`src/rtl/lsu_pkg.sv`:
```
// rtl/lsu_pkg.sv - op/state encodings and request classification helpers for the load/store unit
package lsu_pkg;

    typedef enum logic [2:0] {
        OP_LB  = 3'd0,
        OP_LH  = 3'd1,
        OP_LW  = 3'd2,
        OP_SW  = 3'd3,
        OP_LBU = 3'd4,
        OP_LHU = 3'd5,
        OP_SB  = 3'd6,
        OP_SH  = 3'd7
    } lsu_op_e;

    typedef enum logic [1:0] {
        ST_IDLE,
        ST_ACCESS,
        ST_MERGE_WR,
        ST_RESP
    } lsu_state_e;

    function automatic logic is_store(input lsu_op_e op);
        return (op == OP_SB) || (op == OP_SH) || (op == OP_SW);
    endfunction

    function automatic logic is_unsigned(input lsu_op_e op);
        return (op == OP_LBU) || (op == OP_LHU);
    endfunction

    function automatic logic is_misaligned(input lsu_op_e op, input logic [1:0] lo);
        case (op)
            OP_LH, OP_LHU, OP_SH: return lo[0];
            OP_LW, OP_SW:         return lo != 2'b00;
            default:              return 1'b0;
        endcase
    endfunction

endpackage

```
`src/rtl/lsu_byte_lane.sv`:
```
// rtl/lsu_byte_lane.sv - little-endian lane extract/extend for loads and lane merge for sub-word stores
module lsu_byte_lane
    import lsu_pkg::*;
(
    input  lsu_op_e     op,
    input  logic [1:0]  lane,
    input  logic [31:0] word,
    input  logic [15:0] wdata,
    output logic [31:0] load_data,
    output logic [31:0] merged
);

    logic [7:0]  b;
    logic [15:0] h;

    always_comb begin
        b         = word[{lane, 3'b000} +: 8];
        h         = word[{lane[1], 4'b0000} +: 16];
        load_data = word;
        merged    = word;
        case (op)
            OP_LB, OP_LBU: load_data = is_unsigned(op) ? {24'h0, b} : {{24{b[7]}}, b};
            OP_LH, OP_LHU: load_data = is_unsigned(op) ? {16'h0, h} : {{16{h[15]}}, h};
            OP_SB:         merged[{lane, 3'b000} +: 8]     = wdata[7:0];
            OP_SH:         merged[{lane[1], 4'b0000} +: 16] = wdata;
            default:       ;
        endcase
    end

endmodule

```
`src/rtl/load_store_unit.sv`:
```
// rtl/load_store_unit.sv - word-memory load/store initiator with RMW sub-word stores; LSU_MISALIGN_CHECK_EN enables misalignment errors
module load_store_unit
    import lsu_pkg::*;
(
    input  logic        clk,
    input  logic        rst_n,
    input  logic        req_valid,
    output logic        req_ready,
    input  logic [2:0]  req_op,
    input  logic [31:0] req_addr,
    input  logic [31:0] req_wdata,
    output logic        resp_valid,
    output logic [31:0] resp_rdata,
    output logic        resp_err,
    output logic [31:0] mem_addr,
    output logic [31:0] mem_wd,
    output logic        mem_we,
    input  logic [31:0] mem_dout
);

    lsu_state_e  state_q, state_d;
    lsu_op_e     op_q;
    logic [31:0] addr_q, wdata_q, rdata_q, merged_q;
    logic        err_q;
    logic        accept;
    logic        misaligned;
    logic [31:0] lane_load, lane_merged;

    assign accept     = req_valid && req_ready;
    assign req_ready  = (state_q == ST_IDLE);
    assign resp_valid = (state_q == ST_RESP);
    assign resp_rdata = rdata_q;
    assign resp_err   = err_q;
    assign mem_addr   = {addr_q[31:2], 2'b00};

`ifdef LSU_MISALIGN_CHECK_EN
    assign misaligned = is_misaligned(op_q, addr_q[1:0]);
`else
    assign misaligned = 1'b0;
`endif

    lsu_byte_lane u_lane (
        .op        (op_q),
        .lane      (addr_q[1:0]),
        .word      (mem_dout),
        .wdata     (wdata_q[15:0]),
        .load_data (lane_load),
        .merged    (lane_merged)
    );

    always_ff @(posedge clk or negedge rst_n) begin
        if (!rst_n) state_q <= ST_IDLE;
        else        state_q <= state_d;
    end

    // mem_we/mem_wd come only from registered state so memory never sees req_* combinationally
    always_comb begin
        state_d = state_q;
        mem_we  = 1'b0;
        mem_wd  = 32'h0;
        case (state_q)
            ST_IDLE: if (accept) state_d = ST_ACCESS;
            ST_ACCESS: begin
                if (misaligned) begin
                    state_d = ST_RESP;
                end else if (op_q == OP_SB || op_q == OP_SH) begin
                    state_d = ST_MERGE_WR;
                end else begin
                    if (op_q == OP_SW) begin
                        mem_we = 1'b1;
                        mem_wd = wdata_q;
                    end
                    state_d = ST_RESP;
                end
            end
            ST_MERGE_WR: begin
                mem_we  = 1'b1;
                mem_wd  = merged_q;
                state_d = ST_RESP;
            end
            ST_RESP: state_d = ST_IDLE;
            default: state_d = ST_IDLE;
        endcase
    end

    always_ff @(posedge clk or negedge rst_n) begin
        if (!rst_n) begin
            op_q     <= OP_LB;
            addr_q   <= 32'h0;
            wdata_q  <= 32'h0;
            rdata_q  <= 32'h0;
            merged_q <= 32'h0;
            err_q    <= 1'b0;
        end else if (accept) begin
            op_q    <= lsu_op_e'(req_op);
            addr_q  <= req_addr;
            wdata_q <= req_wdata;
            rdata_q <= 32'h0;
            err_q   <= 1'b0;
        end else if (state_q == ST_ACCESS) begin
            if (misaligned)             err_q    <= 1'b1;
            else if (!is_store(op_q))   rdata_q  <= lane_load;
            else                        merged_q <= lane_merged;
        end
    end

endmodule

```
`config.mk`:
```
export PLATFORM = sky130hd
export DESIGN_NAME = load_store_unit
export DESIGN_NICKNAME = d
export VERILOG_FILES = /design/src/rtl/lsu_pkg.sv /design/src/rtl/lsu_byte_lane.sv /design/src/rtl/load_store_unit.sv
export SDC_FILE = /design/constraint.sdc
export NUM_CORES = 1
export LEC_CHECK = 0
export ABC_AREA = 1
export BUFFER_PORTS_ARGS = -buffer_cell sky130_fd_sc_hd__buf_2
export CAP_MARGIN = 10
export CORE_MARGIN = 2
export CORE_UTILIZATION = 45
export DETAILED_ROUTE_END_ITERATION = 16
export GPL_TIMING_DRIVEN = 0
export PLACE_DENSITY = 0.7
export RECOVER_POWER = 50
export SLEW_MARGIN = 20
export SYNTH_ARGS = -nofsm -noshare
export SYNTH_HDL_FRONTEND = slang
export SYNTH_SLANG_ARGS = --single-unit
export TNS_END_PERCENT = 30
```
`constraint.sdc`:
```
create_clock -name clk -period 5.35 [get_ports clk]
set_input_delay 1.07 -clock clk [delete_from_list [all_inputs] [get_ports clk]]
set_output_delay 1.07 -clock clk [all_outputs]
set_load 0.02 [all_outputs]
```
Yosys cells after proc, flatten, opt, wreduce, memory -nomap -nowiden
Cells that the tools add are included.
Storage, ports and cells
  register bits after elaboration: 133
  output and inout port bits: 100
Operators by class
  add/subtract/negate cells: 2
  equal/unequal tests: 11
  shifts and indexed selects: 6
  muxes and demuxes: 18
  bitwise operators: 1
  reduce and logical (&&, ||, !) cells: 11
Operators by type and width (count)
  $mux W32: 7
  $pmux W32 S2: 3
  $bwmux W32: 2
  $shift A16 B7 Y32 const A: 1
  $shift A8 B7 Y32 const A: 1
  $shiftx A16 B7 Y32: 1
  $shiftx A32 B6 Y16: 1
  $shiftx A32 B6 Y8: 1
  $shiftx A8 B7 Y32: 1
  $neg A5 Y7: 2
  $eq A3 B3 Y1 const B: 4
  $pmux W2 S4: 1
  $eq A2 B2 Y1 const B: 2
  $reduce_or A2 Y1: 2
  $eq A3 B1 Y1 const B: 1
  $eq A3 B2 Y1 const B: 1
  $logic_not A3 Y1: 1
  $logic_or A1 B1 Y1: 3
  $mux W1: 3
  $reduce_and A3 Y1: 1
  $eq A2 B1 Y1 const B: 1
  $logic_not A2 Y1: 1
  $mux W2: 1
  $ne A2 B1 Y1 const B: 1
  6 further kinds: 6

Depth between registers and ports, before layout
  depth in word-level cells: 7
  depth in mapped cells: 14

Cells and area by module
From an unflattened synthesis, not the netlist that was laid out.
Second synthesis, totals
  cells, all modules: 1177
  area, all modules: 8181.6 um2
By module, submodules not included
  load_store_unit: times used 1, cells each 738, area each 6038.3 um2, sequential area each 3328.2 um2
  lsu_byte_lane: times used 1, cells each 439, area each 2143.3 um2, sequential area each 0.0 um2

Least setup slack after synthesis
Ideal clock, no wire load.
  path type: register to output
  from: register state_q[1]
  to: output mem_wd[30]
  arrival time: 1573 ps
  required time: 4280 ps
  setup slack: 2707 ps
  stages on the path, launching flop included: 7
  path buffers: 2
  cell sequence: dfrtp_1 -> inv_1 -> ha_1 -> buf_2 -> buf_1 -> nand4_1 -> a21oi_1
Between the ends
  longest elaborated chain between the ends: 2
RTL lines
  start: declaration: line load_store_unit.sv:21  | lsu_state_e state_q, state_d;
  start signal: assignment: line load_store_unit.sv:53  | else state_q <= state_d;
  $eq A2 B2 Y1 or $eq A2 B1 Y1 (tied branches): line load_store_unit.sv:61  | case (state_q)
  $pmux W32 S2 (*): line load_store_unit.sv:61
  end: declaration: line load_store_unit.sv:16  | output logic [31:0] mem_wd,
Mark *: on every way between the ends. The rest lies on a longest branch, timed or not.

Worst setup path in the final report
  from: register state_q[1]
  to: output mem_wd[8]
The elaborated chain is that of the path after synthesis.

==> results_dict.tcl <==
set metrics [dict create \
    outcome "finished, violations left" \
    violations "max-capacitance violations, max-slew violations" \
    synth.distinct_cells 38 \
    clkSlewWorstSetupHoldPaths_ns 0.06 \
    finalWeightedCongestion 1.02 \
    skew_ns 0.00673 \
    cts_made_buffers 17 \
    dieArea_sq_um 18200 \
    syn_area_sq_um 7730 \
    stdcell_area_sq_um 9520 \
    firstDrtPassIters 6 \
    required_ns 4.28 \
    area_growth_syn_to_layout_pct 23.1 \
    layout_common_cells "nand2_1, buf_2, dfrtp_1" \
    grt_max_degree 82 \
    rr_startpoint "addr_q[0]" \
    numPortBuffers 198 \
    final_max_slew_viol_count 53 \
    ys_seq_area_share_pct 43.0 \
    synth_area_per_cell_sq_um 7.20 \
    postCtsSetupBuffers 0 \
    cp_slowest_cell "buf_1" \
    grt_pass1_wl_mm 40.3 \
    synth_cells 1074 \
    dp.cells 1495 \
    worstMarginPinSlew_ns 3.06 \
    cpMostUsedCell "buf_2" \
    slowest_delay_ns 0.53 \
    cts_root_buffer "clkbuf_16" \
    grt_util_all_layers_pct 28.7 \
    ant_nets 0 \
    crit_family "buffers and inverters" \
    drc 0 \
    antenna_found_initial 0 \
    dp_hpwl_mm 19.3 \
    crit_cells 7 \
    drive_gt1_share_pct 21.1 \
    holdBufCountCts 0 \
    reg2reg_depth 11 \
    place_ws_ns 2.20 \
    stdcell_count 1525 \
    slew_headroom_pct -104 \
    cp_max_fo 10 \
    yosysTopAreaCell "dfrtp_1" \
    cp-endpoint "mem_wd[8]" \
    period_share_pct 68.2 \
    yosysWarnings 0 \
    viasPerCell 5.26 \
    grt_pass1_vias 7690 \
    rows 47 \
    cts_sinks 133 \
    path_buf_inv 4 \
    clock_path_buffers 2 \
    detailroute.via_count 8020 \
    drt-total-wl_mm 25.6 \
    overflow 0 \
    synth-seq-cells 133 \
    critPathArrivalTime_ns 2.58 \
    end_kind "output port" \
    n_antenna_cell 0 \
    max_cap_viol_count 1 \
    layout_commonest_cell "nand2_1" \
    nets 1406 \
    clk-insertion-delay-late_ns 0.43 \
    initial_core_util_pct 46.3 \
    cp-start-kind "flip-flop" \
    cts_tree "done" \
    ir_worst_vdd_mv 0.285 \
    setup_slack_ns 1.70 \
    drt_iter0_markers 739 \
    core_sq_um 16700 \
    critical_path_class "flip-flop to output port" \
    fin_crit_ns 3.65 \
    setup_viol 0 \
    rsz0062_at_grt "no" \
    hold_class "flip-flop to flip-flop" \
    hold_viol 0 \
    wl_per_cell_microns 16.8 \
    r2r_end "merged_q[20]" \
    cts_resized 0 \
    crit_chain "inv_1, ha_1, buf_2, buf_1, nand4_1, a21oi_1, buf_2" \
    die_y_microns 135 \
    p_per_area_nw_per_um2 639 \
    setup-tns-final_ns 0 \
    power_mw 6.08 \
    htreeDepth 4 \
    place_area_sq_um 9040 \
    ys_top_cells_by_area "dfrtp_1, nand2_1, nand3_1, a21oi_1, buf_4" \
    rrSetupSlack_ns 2.35 \
    power_leakage_nw 4.89 \
    max_freq_mhz 274 \
    die_w_microns 135 \
    netlist.area_leader.share_pct 43.0 \
    cp-startpoint "state_q[1]" \
    boundaryPins 202 \
]
[routing by layer]
metal / vias to the layer above / GRT usage [%] / routed length, microns / part of all wire [%]
met3: 53 / 4.73 / 2060 / 8.0
li1: 3897 / - / - / -
met5: - / 0 / 0 / 0
met2: 354 / 43.8 / 11500 / 45
met1: 3716 / 41.6 / 11400 / 45
met4: 0 / 9.72 / 632 / 2.5
[cell families (layout without fill, tap and decap cells)]
kind of cell	Yosys count	after routing	synth area share, %
compound gates	146	146	10.6
fa+ha+maj	10	10	1.62
buf+inv	147	376	9.40
flops	133	133	43.0
other cells	1	3	0.0485
simple gates	637	637	35.3
[worst min path at each step]
| stage | from | to | slack [ns] | cells past startpoint |
|---|---|---|---|---|
| final | resp_rdata[27] | resp_rdata[27] | 0.48 | 2 |
| after detailed placement | resp_rdata[3] | resp_rdata[3] | 0.46 | 2 |
| after global placement | resp_rdata[27] | resp_rdata[27] | 0.46 | 2 |
| after CTS | resp_rdata[11] | resp_rdata[11] | 0.48 | 2 |
| after floorplan | wdata_q[16] | wdata_q[16] | 0.45 | 2 |
| after global routing | resp_rdata[28] | resp_rdata[28] | 0.49 | 2 |
[where the power goes]
| part | internal, mW | total [mW] | switching, mW |
|---|---|---|---|
| sequential | 1.46 | 1.77 | 0.315 |
| clock | 0.644 | 1.11 | 0.464 |
| combinational | 1.00 | 3.20 | 2.20 |
| total | 3.10 | 6.08 | 2.98 |
[synth_stat cells]
master    instances
nor2_2            1
nand2_4           2
conb_1            1
inv_1            35
nand2_1         408
buf_2            18
dfrtp_1         133
buf_4            38
a21oi_1          67
o22ai_1           7
or2_2            12
ha_1             10
nand3_1          79
a31oi_4           1
or2_1             4
o21ai_2           1
clkinv_2          1
nand2_2           3
nor2_1           74
buf_6             1
or2_0             6
nand4_1          40
o211ai_1         17
nor3_1            3
nand4_2           2
o21ai_0          46
buf_1             7
a21oi_2           1
o21ai_1           3
inv_2             9
clkbuf_1         34
nor2_4            1
clkinv_1          3
nor2_8            1
o21ai_4           1
nand3_4           1
a31oi_1           2
clkbuf_2          1
[stage by stage]
step | util [%] | hold slack, ns
floorplan | - | 0.449
global placement | 53.9 | 0.459
detailed placement | 54.2 | 0.460
CTS | 57.4 | 0.476
global route | 57.0 | 0.494
finish | 57.0 | 0.476
[layout make-up]
class / count / area [sq um]
buffer: 99 / 544
clock buffer: 18 / 439
clock inverter: 12 / 108
fill: 1676 / 7180
inverter: 48 / 181
multi-input combinational: 796 / 3680
sequential: 133 / 3330
tap: 220 / 275
timing repair buffer: 199 / 960
[sequential cells by signal, indices dropped and copies added (netlist names)]
register	flops
addr_q	32
merged_q	32
op_q	3
resp_rdata	32
state_q	2
wdata_q	32
[worst reg2reg max path, stage by stage, from the launching register on]
cell and delay [ns]:
dfrtp_1 0.38, clkbuf_2 0.19, clkinv_1 0.22, clkbuf_1 0.34
ha_1 0.37, buf_2 0.18, clkinv_1 0.30, nor2_1 0.50
nand4_1 0.15, nand3_1 0.18, nand2_1 0.08, inv_1 0.05
(Power assumes the default switching activity.)
